### src/rtl/rubiks_stream_rx_if.sv
// Cube-state serial link: the line input plus the decoded orientation word and its status strobes.
interface rubiks_stream_rx_if #(
    parameter int NBITS = 162
);
    logic             datastream;
    logic [NBITS-1:0] orientation;
    logic             valid;
    logic             busy;
    logic             frame_err;
    logic             parity_err;
    logic             color_err;

    modport master (
        output datastream,
        input  orientation, valid, busy, frame_err, parity_err, color_err
    );

    modport slave (
        input  datastream,
        output orientation, valid, busy, frame_err, parity_err, color_err
    );
endinterface

### src/rtl/rubiks_stream_rx.sv
// Receives one framed NBITS-bit orientation word (start, data MSB-first, even parity, stop)
// and presents it in parallel after framing, parity and colour-code checks.
module rubiks_stream_rx #(
    parameter int CLKS_PER_BIT = 16,
    parameter int NBITS        = 162
) (
    input  logic              clk,
    input  logic              reset,
    rubiks_stream_rx_if.slave bus
);
    localparam int TW = (CLKS_PER_BIT > 1) ? $clog2(CLKS_PER_BIT) : 1;
    localparam int IW = $clog2(NBITS + 1);
    localparam int NF = NBITS / 3;
    localparam logic [TW-1:0] HALF_M1  = TW'(CLKS_PER_BIT / 2 - 1);
    localparam logic [TW-1:0] FULL_M1  = TW'(CLKS_PER_BIT - 1);
    localparam logic [IW-1:0] LAST_IDX = IW'(NBITS - 1);

    typedef enum logic [2:0] {
        IDLE, START, DATA, PARITY, STOP, EVAL, BREAK
    } state_e;

    state_e           state_q, state_d;
    logic             sync_q, rx_q;
    logic [TW-1:0]    tmr_q, tmr_d;
    logic [IW-1:0]    idx_q, idx_d;
    logic [NBITS-1:0] shift_q, shift_d;
    logic [NBITS-1:0] orient_q, orient_d;
    logic             par_q, par_d;
    logic             mism_q, mism_d;
    logic             stop_q, stop_d;
    logic             valid_q, valid_d;
    logic             ferr_q, ferr_d;
    logic             perr_q, perr_d;
    logic             cerr_q, cerr_d;
    logic             bad_color;

    // Codes 6 and 7 are the only ones with both upper bits set.
    always_comb begin
        bad_color = 1'b0;
        for (int unsigned k = 0; k < NF; k++) begin
            if (shift_q[3*k+1 +: 2] == 2'b11) bad_color = 1'b1;
        end
    end

    always_comb begin
        state_d  = state_q;
        tmr_d    = tmr_q + 1'b1;
        idx_d    = idx_q;
        shift_d  = shift_q;
        orient_d = orient_q;
        par_d    = par_q;
        mism_d   = mism_q;
        stop_d   = stop_q;
        valid_d  = 1'b0;
        ferr_d   = 1'b0;
        perr_d   = 1'b0;
        cerr_d   = 1'b0;
        case (state_q)
            IDLE: begin
                tmr_d = '0;
                if (!rx_q) state_d = START;
            end
            START: begin
                if (tmr_q == HALF_M1) begin
                    tmr_d   = '0;
                    idx_d   = '0;
                    par_d   = 1'b0;
                    state_d = rx_q ? IDLE : DATA;
                end
            end
            DATA: begin
                if (tmr_q == FULL_M1) begin
                    tmr_d   = '0;
                    shift_d = {shift_q[NBITS-2:0], rx_q};
                    par_d   = par_q ^ rx_q;
                    idx_d   = idx_q + 1'b1;
                    if (idx_q == LAST_IDX) state_d = PARITY;
                end
            end
            PARITY: begin
                if (tmr_q == FULL_M1) begin
                    tmr_d   = '0;
                    mism_d  = par_q ^ rx_q;
                    state_d = STOP;
                end
            end
            STOP: begin
                if (tmr_q == FULL_M1) begin
                    tmr_d   = '0;
                    stop_d  = rx_q;
                    state_d = EVAL;
                end
            end
            EVAL: begin
                // Decision is one cycle after the stop sample, in error-priority order.
                tmr_d = '0;
                if (!stop_q) begin
                    ferr_d  = 1'b1;
                    state_d = BREAK;
                end else if (mism_q) begin
                    perr_d  = 1'b1;
                    state_d = IDLE;
                end else if (bad_color) begin
                    cerr_d  = 1'b1;
                    state_d = IDLE;
                end else begin
                    orient_d = shift_q;
                    valid_d  = 1'b1;
                    state_d  = IDLE;
                end
            end
            BREAK: begin
                tmr_d = '0;
                if (rx_q) state_d = IDLE;
            end
            default: state_d = IDLE;
        endcase
    end

    always_ff @(posedge clk) begin
        if (!reset) begin
            sync_q   <= 1'b1;
            rx_q     <= 1'b1;
            state_q  <= IDLE;
            tmr_q    <= '0;
            idx_q    <= '0;
            shift_q  <= '0;
            orient_q <= '0;
            par_q    <= 1'b0;
            mism_q   <= 1'b0;
            stop_q   <= 1'b0;
            valid_q  <= 1'b0;
            ferr_q   <= 1'b0;
            perr_q   <= 1'b0;
            cerr_q   <= 1'b0;
        end else begin
            sync_q   <= bus.datastream;
            rx_q     <= sync_q;
            state_q  <= state_d;
            tmr_q    <= tmr_d;
            idx_q    <= idx_d;
            shift_q  <= shift_d;
            orient_q <= orient_d;
            par_q    <= par_d;
            mism_q   <= mism_d;
            stop_q   <= stop_d;
            valid_q  <= valid_d;
            ferr_q   <= ferr_d;
            perr_q   <= perr_d;
            cerr_q   <= cerr_d;
        end
    end

    assign bus.orientation = orient_q;
    assign bus.valid       = valid_q;
    assign bus.busy        = (state_q != IDLE);
    assign bus.frame_err   = ferr_q;
    assign bus.parity_err  = perr_q;
    assign bus.color_err   = cerr_q;
endmodule
### src/flat_wrapper.sv
// flat-port wrapper written by rule: the top's interface ports become plain ports
module rubiks_stream_rx_flat 
#(
    parameter int CLKS_PER_BIT = 16,
    parameter int NBITS        = 162
)
  (clk, reset, bus_datastream, bus_orientation, bus_valid, bus_busy, bus_frame_err, bus_parity_err, bus_color_err);
  rubiks_stream_rx_if #(.NBITS(NBITS)) bus_i ();
  input  logic clk;
  input  logic reset;
  input wire logic [$bits(bus_i.datastream)-1:0] bus_datastream;
  output wire logic [$bits(bus_i.orientation)-1:0] bus_orientation;
  output wire logic [$bits(bus_i.valid)-1:0] bus_valid;
  output wire logic [$bits(bus_i.busy)-1:0] bus_busy;
  output wire logic [$bits(bus_i.frame_err)-1:0] bus_frame_err;
  output wire logic [$bits(bus_i.parity_err)-1:0] bus_parity_err;
  output wire logic [$bits(bus_i.color_err)-1:0] bus_color_err;
  assign bus_i.datastream = bus_datastream;
  assign bus_orientation = bus_i.orientation;
  assign bus_valid = bus_i.valid;
  assign bus_busy = bus_i.busy;
  assign bus_frame_err = bus_i.frame_err;
  assign bus_parity_err = bus_i.parity_err;
  assign bus_color_err = bus_i.color_err;
  rubiks_stream_rx #(.CLKS_PER_BIT(CLKS_PER_BIT), .NBITS(NBITS)) u_core (.clk(clk), .reset(reset), .bus(bus_i));
endmodule
### config.mk
export PLATFORM = sky130hd
export DESIGN_NAME = rubiks_stream_rx_flat
export DESIGN_NICKNAME = d
export VERILOG_FILES = /design/src/rtl/rubiks_stream_rx_if.sv /design/src/rtl/rubiks_stream_rx.sv /design/src/flat_wrapper.sv
export SDC_FILE = /design/constraint.sdc
export NUM_CORES = 1
export LEC_CHECK = 0
export CAP_MARGIN = 40
export CORE_UTILIZATION = 50
export CTS_CLUSTER_SIZE = 28
export DETAILED_ROUTE_END_ITERATION = 10
export HOLD_SLACK_MARGIN = 0.03
export PLACE_DENSITY = 0.76
export SLEW_MARGIN = 40
export SYNTH_ARGS = -nofsm -noshare
export SYNTH_HDL_FRONTEND = slang
export SYNTH_SLANG_ARGS = --single-unit
### constraint.sdc
create_clock -name clk -period 1.9 [get_ports clk]
set_input_delay 0.38 -clock clk [delete_from_list [all_inputs] [get_ports clk]]
set_output_delay 0.38 -clock clk [all_outputs]
set_load 0.02 [all_outputs]
# After elaboration in Yosys (flattened, before gate mapping)
# Cells that the tools add are included.
dict set report classes {
  eq_ne 70
  addsub 2
  bitwise_logic 6
  n_reduce_logical 14
  n_mux 77
}
# op count
set op_table {}
lappend op_table {{equality test 2 bit, second input constant} 54}
lappend op_table {{2-to-1 mux 1 bit} 60}
lappend op_table {{2-to-1 mux 3 bit} 8}
lappend op_table {{one-hot mux 3 bit (7 select lines)} 1}
lappend op_table {{2-to-1 mux 8 bit} 2}
lappend op_table {{one-hot mux 8 bit (2 select lines)} 1}
lappend op_table {{!= test 2 x 1 -> 1 bit, second input constant} 6}
lappend op_table {{one-hot mux 4 bit (3 select lines)} 1}
lappend op_table {{equality test 3 bit, second input constant} 3}
lappend op_table {{adder 8 x 1 -> 8 bit, second input constant} 1}
lappend op_table {{equality test 8 bit, second input constant} 1}
lappend op_table {{2-to-1 mux 4 bit} 2}
lappend op_table {{AND reduction 2 bit} 4}
lappend op_table {{AND reduction 7 bit} 1}
lappend op_table {{equality test 3 x 2 -> 1 bit, second input constant} 2}
lappend op_table {{AND reduction 3 bit} 2}
lappend op_table {{OR reduction 3 bit} 2}
lappend op_table {{inverter 1 bit} 5}
lappend op_table {{adder 4 x 1 -> 4 bit, second input constant} 1}
lappend op_table {{equality test 4 x 3 -> 1 bit, second input constant} 1}
lappend op_table {{equality test 4 bit, second input constant} 1}
lappend op_table {{AND reduction 4 bit} 1}
lappend op_table {{OR reduction 4 bit} 1}
lappend op_table {{equality test 3 x 1 -> 1 bit, second input constant} 1}
lappend op_table {{7 further kinds} 7}
dict set report totals {
  register_bits 348
  word_cells 183
  output_inout_bits 167
  inputBits 3
}

# Longest topological paths before layout
dict set report logic_depth {
  depth_word 57
  depth_mapped 9
  ltp_nobuf 7
}

# Worst setup path after synthesis
# No wires, ideal clock.
dict set report synth_path {
  path_kind {register to register}
  start {register u_core.shift_q[26]}
  end {register u_core.orient_q[109], in the netlist u_core.bus.orientation[109]}
  slack_ps -136
  setup_time_ps 132
  path_stages_with_launch 9
  path_buffers 3
  required_ps 1768
  arrival_ps 1904
  synth_period_minus_slack_ps 2036
  path_cell_list {dfxtp_1 > a22oi_2 > nand4_2 > or4_1 > buf_2 > buf_6 > buf_6 > o31ai_1 > a21oi_1}
}
dict set report synth_between {
  elab_chain_cells 49
}
# item line
set synth_lines {}
lappend synth_lines {{start: declaration} rubiks_stream_rx.sv:26} ;# logic [NBITS-1:0] shift_q, shift_d;
lappend synth_lines {{start signal: assignment} rubiks_stream_rx.sv:142} ;# shift_q <= shift_d;
lappend synth_lines {{equality test 2 bit} rubiks_stream_rx.sv:41} ;# if (shift_q[3*k+1 +: 2] == 2'b11) bad_color = 1'b1;
lappend synth_lines {{2-to-1 mux 1 bit (46 in series)} rubiks_stream_rx.sv:41}
lappend synth_lines {{inverter 1 bit (no source line)} --}
lappend synth_lines {{AND reduction 4 bit (no source line)} --}
lappend synth_lines {{end signal: assignment} rubiks_stream_rx.sv:143} ;# orient_q <= orient_d;
lappend synth_lines {{end: declaration} rubiks_stream_rx.sv:27} ;# logic [NBITS-1:0] orient_q, orient_d;
# Every way passes these cells.
# A chain may end at the register's enable or synchronous reset.

# Worst setup path in the final report
dict set report layout_path {
  start {register u_core.shift_q[8]}
  end {register u_core.orient_q[109], in the netlist u_core.bus.orientation[109]}
}
dict set report layout_between {
  elab_chain_cells 55
}
# item line
set layout_lines {}
lappend layout_lines {{equality test 2 bit} rubiks_stream_rx.sv:41}
lappend layout_lines {{2-to-1 mux 1 bit (52 in series)} rubiks_stream_rx.sv:41}
lappend layout_lines {{inverter 1 bit (no source line)} --}
lappend layout_lines {{AND reduction 4 bit (no source line)} --}
# Every way passes these cells.

==> out/metrics.csv <==
stage,metric,value,unit
outcome,status,"finished, violations left",
outcome,violations,negative setup slack,
pwr,pwr-share-seq,0.489,
finish,syn_to_final_growth,42.5,%
detailed_routing,drc,0,
worst_setup_path,cp_data_required_time,2.30,ns
synth,synthesis.area,13800,sq um
synth,synthCells,1651,
floorplan,initial_core_util,0.510,
synth,ys_seq_area_frac,0.506,
global_routing,grt_use_total,0.292,
synth,async_flop_share,0,
global_routing,antenna_found_initial,0,
pwr,pwr-share-clk,0.494,
global_routing,grt_max_degree,50,
floorplan,die_h,168,microns
placement,gp_congestion,0.858,
detailed_routing,top_layer_used,met4,
pwr,p_int,0.0119,W
detailed_routing,wirelength,45.4,mm
worst_setup_path,worstPathMaxFanout,9,
pwr,p_per_area,762,nW/um^2
finish,layout-drive-gt1-share,0.209,
synth,synthFlopType,dfxtp_1,
worst_setup_path,arrival,2.69,ns
detailed_routing,via_per_inst,6.23,
clock_tree,insertion_delay,0.53,ns
job,drv_cap,0,
sta,finalClockSkew,0.0228,ns
finish,diodes,0,
pwr,switching_share,0.207,
synth,synth-seq-cells,348,
detailed_routing,postRouteAntennaNets,0,
sta,period_share,1.21,
global_routing,grt_pass1_vias,12700,
synth,syn_avg_cell_area,8.34,sq um
sta,relSlewSlack,0.585,
worst_setup_path,cp-end-kind,register,
sta,tightest_slew,0.615,ns
synth,ys_types,45,
finish,final_cell_mix,"341 x dfxtp_1, 338 x nand2_1, 321 x a21oi_1, 171 x nand4_1, 157 x buf_4",
global_routing,overflow,0,
detailed_routing,vias,14100,
detailed_routing,drt_first_pass_iters,5,
pwr,ir_drop,0.569,mV
clock_tree,cts.hold.buffers_added,0,
synth,yosys_warnings,0,
sta,finalSetupViolCount,165,
clock_tree,htreeDepth,2,
global_routing,grt_pass1_wl,67.1,mm
floorplan,die_area,28200,sq um
clock_tree,numCtsBuffers,36,
worst_setup_path,critPathKind,reg -> reg,
synth,synth_edf_count,0,
sta,hold-worst-slack,0.416,ns
clock_tree,cts-root-buf,clkbuf_16,
finish,nets,1900,
clock_tree,numClockSinks,348,
floorplan,num_io_pins,170,
sta,setup_ws,-0.390,ns
detailed_routing,wl_met3,3.53,mm
placement,dp_slack,-0.336,ns
pwr,finalPower,0.0150,W
floorplan,row_count,60,
hold_path,hp-class,reg -> reg,
sta,finalCriticalPeriod,2.29,ns
pwr,share_comb_of_total_power,0.017,
floorplan,die_w,168,microns
detailed_routing,met1_length,19.2,mm
sta,rsz0062_at_grt,true,
sta,fmax,437,MHz
detailed_routing,met2_length,21.0,mm
sta,slew_viol_final,0,
detailed_routing,drtIter0Drc,1758,
finish,final_common_cell,dfxtp_1,
floorplan,core_area,27000,sq um
detailed_routing,wl_per_cell,20.1,microns
placement,numPortBuffers,169,
sta,finalHoldViolCount,0,
sta,setup_tns,-44.52,ns
worst_setup_path,cp-start-kind,register,
clock_tree,cts.clk_slew.worst_paths,0.06,ns
pwr,p_switching,0.00309,W
pwr,leakage,7.26,nW
clock_tree,cts_tree,built,
placement,dp_hpwl,26.5,mm
clock_tree,clockBufferDepth,3,
synth,synth_nets,1657,
through the flow:
step | util | cell area, sq um | std cells
6_report | 0.726 | 19600 | 2261
5_1_grt | 0.726 | 19600 | 2261
4_1_cts | 0.695 | 18800 | 2247
3_5_place_dp | 0.638 | 17200 | 2177
3_3_place_gp | 0.637 | 17200 | 2177
2_1_floorplan | - | 13800 | 1651
synth_stat cells, types with 4 or more instances:
| master | count | area share |
|---|---|---|
| dfxtp_1 | 348 | 0.51 |
| clkbuf_1 | 145 | 0.040 |
| o21ai_0 | 6 | 0.0022 |
| a22oi_1 | 24 | 0.013 |
| nor3_1 | 6 | 0.0022 |
| nand2b_1 | 4 | 0.0018 |
| buf_1 | 10 | 0.0027 |
| nand3_1 | 4 | 0.0015 |
| nand2_1 | 338 | 0.092 |
| nand4_1 | 171 | 0.078 |
| o31ai_1 | 163 | 0.089 |
| nor2_1 | 21 | 0.0057 |
| buf_6 | 8 | 0.0065 |
| a21oi_1 | 329 | 0.12 |
| a211oi_1 | 5 | 0.0027 |
| inv_1 | 4 | 0.0011 |
| xor2_1 | 6 | 0.0038 |
| buf_2 | 20 | 0.0073 |
registers in the layout, summed over array words and instances (netlist names), 3 cells and up:
signal,count
u_core.bus.orientation,162
u_core.state_q,3
u_core.tmr_q,4
u_core.idx_q,8
u_core.shift_q,162
cells by family (layout without fill, tap and decap cells):
logic type / Yosys count / in the layout / synth area share
AOI/OAI and AO/OA: 539 / 539 / 0.234
xor gates and xnor gates: 9 / 9 / 0.00572
adders and majority gates: 3 / 3 / 0.00273
buffers and inverters: 188 / 457 / 0.0574
DFF: 348 / 348 / 0.506
muxes: 2 / 2 / 0.00145
and+or+nand+nor: 562 / 562 / 0.192
power by group through the flow:
stage,logic [W],registers (W),clock network (W)
global route,0.000269,0.00731,0.00776
global placement,0.000241,0.00748,0
floorplan,0.000155,0.00747,0
detailed placement,0.000246,0.00748,0
CTS,0.000245,0.00731,0.00740
finish,0.000252,0.00731,0.00739
final timing paths:
kind	slack [ns]	depth (start not counted)	startpoint	endpoint
hold reg to reg	0.42	1	u_core.sync_q$_SDFF_PN1_	u_core.rx_q$_SDFF_PN1_
setup / recovery	-0.39	7	u_core.shift_q[8]$_SDFFE_PN0P_	u_core.bus.orientation[109]$_SDFFE_PN0P_
hold / removal	0.42	1	u_core.sync_q$_SDFF_PN1_	u_core.rx_q$_SDFF_PN1_
setup reg to reg	-0.39	7	u_core.shift_q[8]$_SDFFE_PN0P_	u_core.bus.orientation[109]$_SDFFE_PN0P_
final cells by class:
| type | instances | area, sq um |
|---|---|---|
| clock buffers | 55 | 1080 |
| well taps | 341 | 427 |
| repair buffers | 388 | 4190 |
| multi-input cells | 1115 | 6770 |
| inverters | 5 | 26.3 |
| clock inverters | 9 | 156 |
| flip-flops and latches | 348 | 6980 |
| fillers | 1864 | 7400 |
per-layer routing:
metal / vias up / GRT usage
li1: 6498 / -
met1: 6789 / 0.400
met2: 676 / 0.464
met3: 119 / 0.0482
met4: 0 / 0.106
met5: - / 0
worst max-delay path: stages (launching register included):
cell     delay, ns
dfxtp_1       0.32
a22oi_2       0.31
nand4_2       0.15
or4_4         0.66
buf_12        0.20
buf_16        0.16
o31ai_4       0.25
a21oi_1       0.10
what timing repair did:
action,4_1_cts,5_1_grt
buffers inserted,3,4
gates cloned,3,10
gates resized for setup,75,137
pin swaps,11,24
endpoints found under the setup margin,185,287
Note: power is estimated with default switching activity, not from simulation.
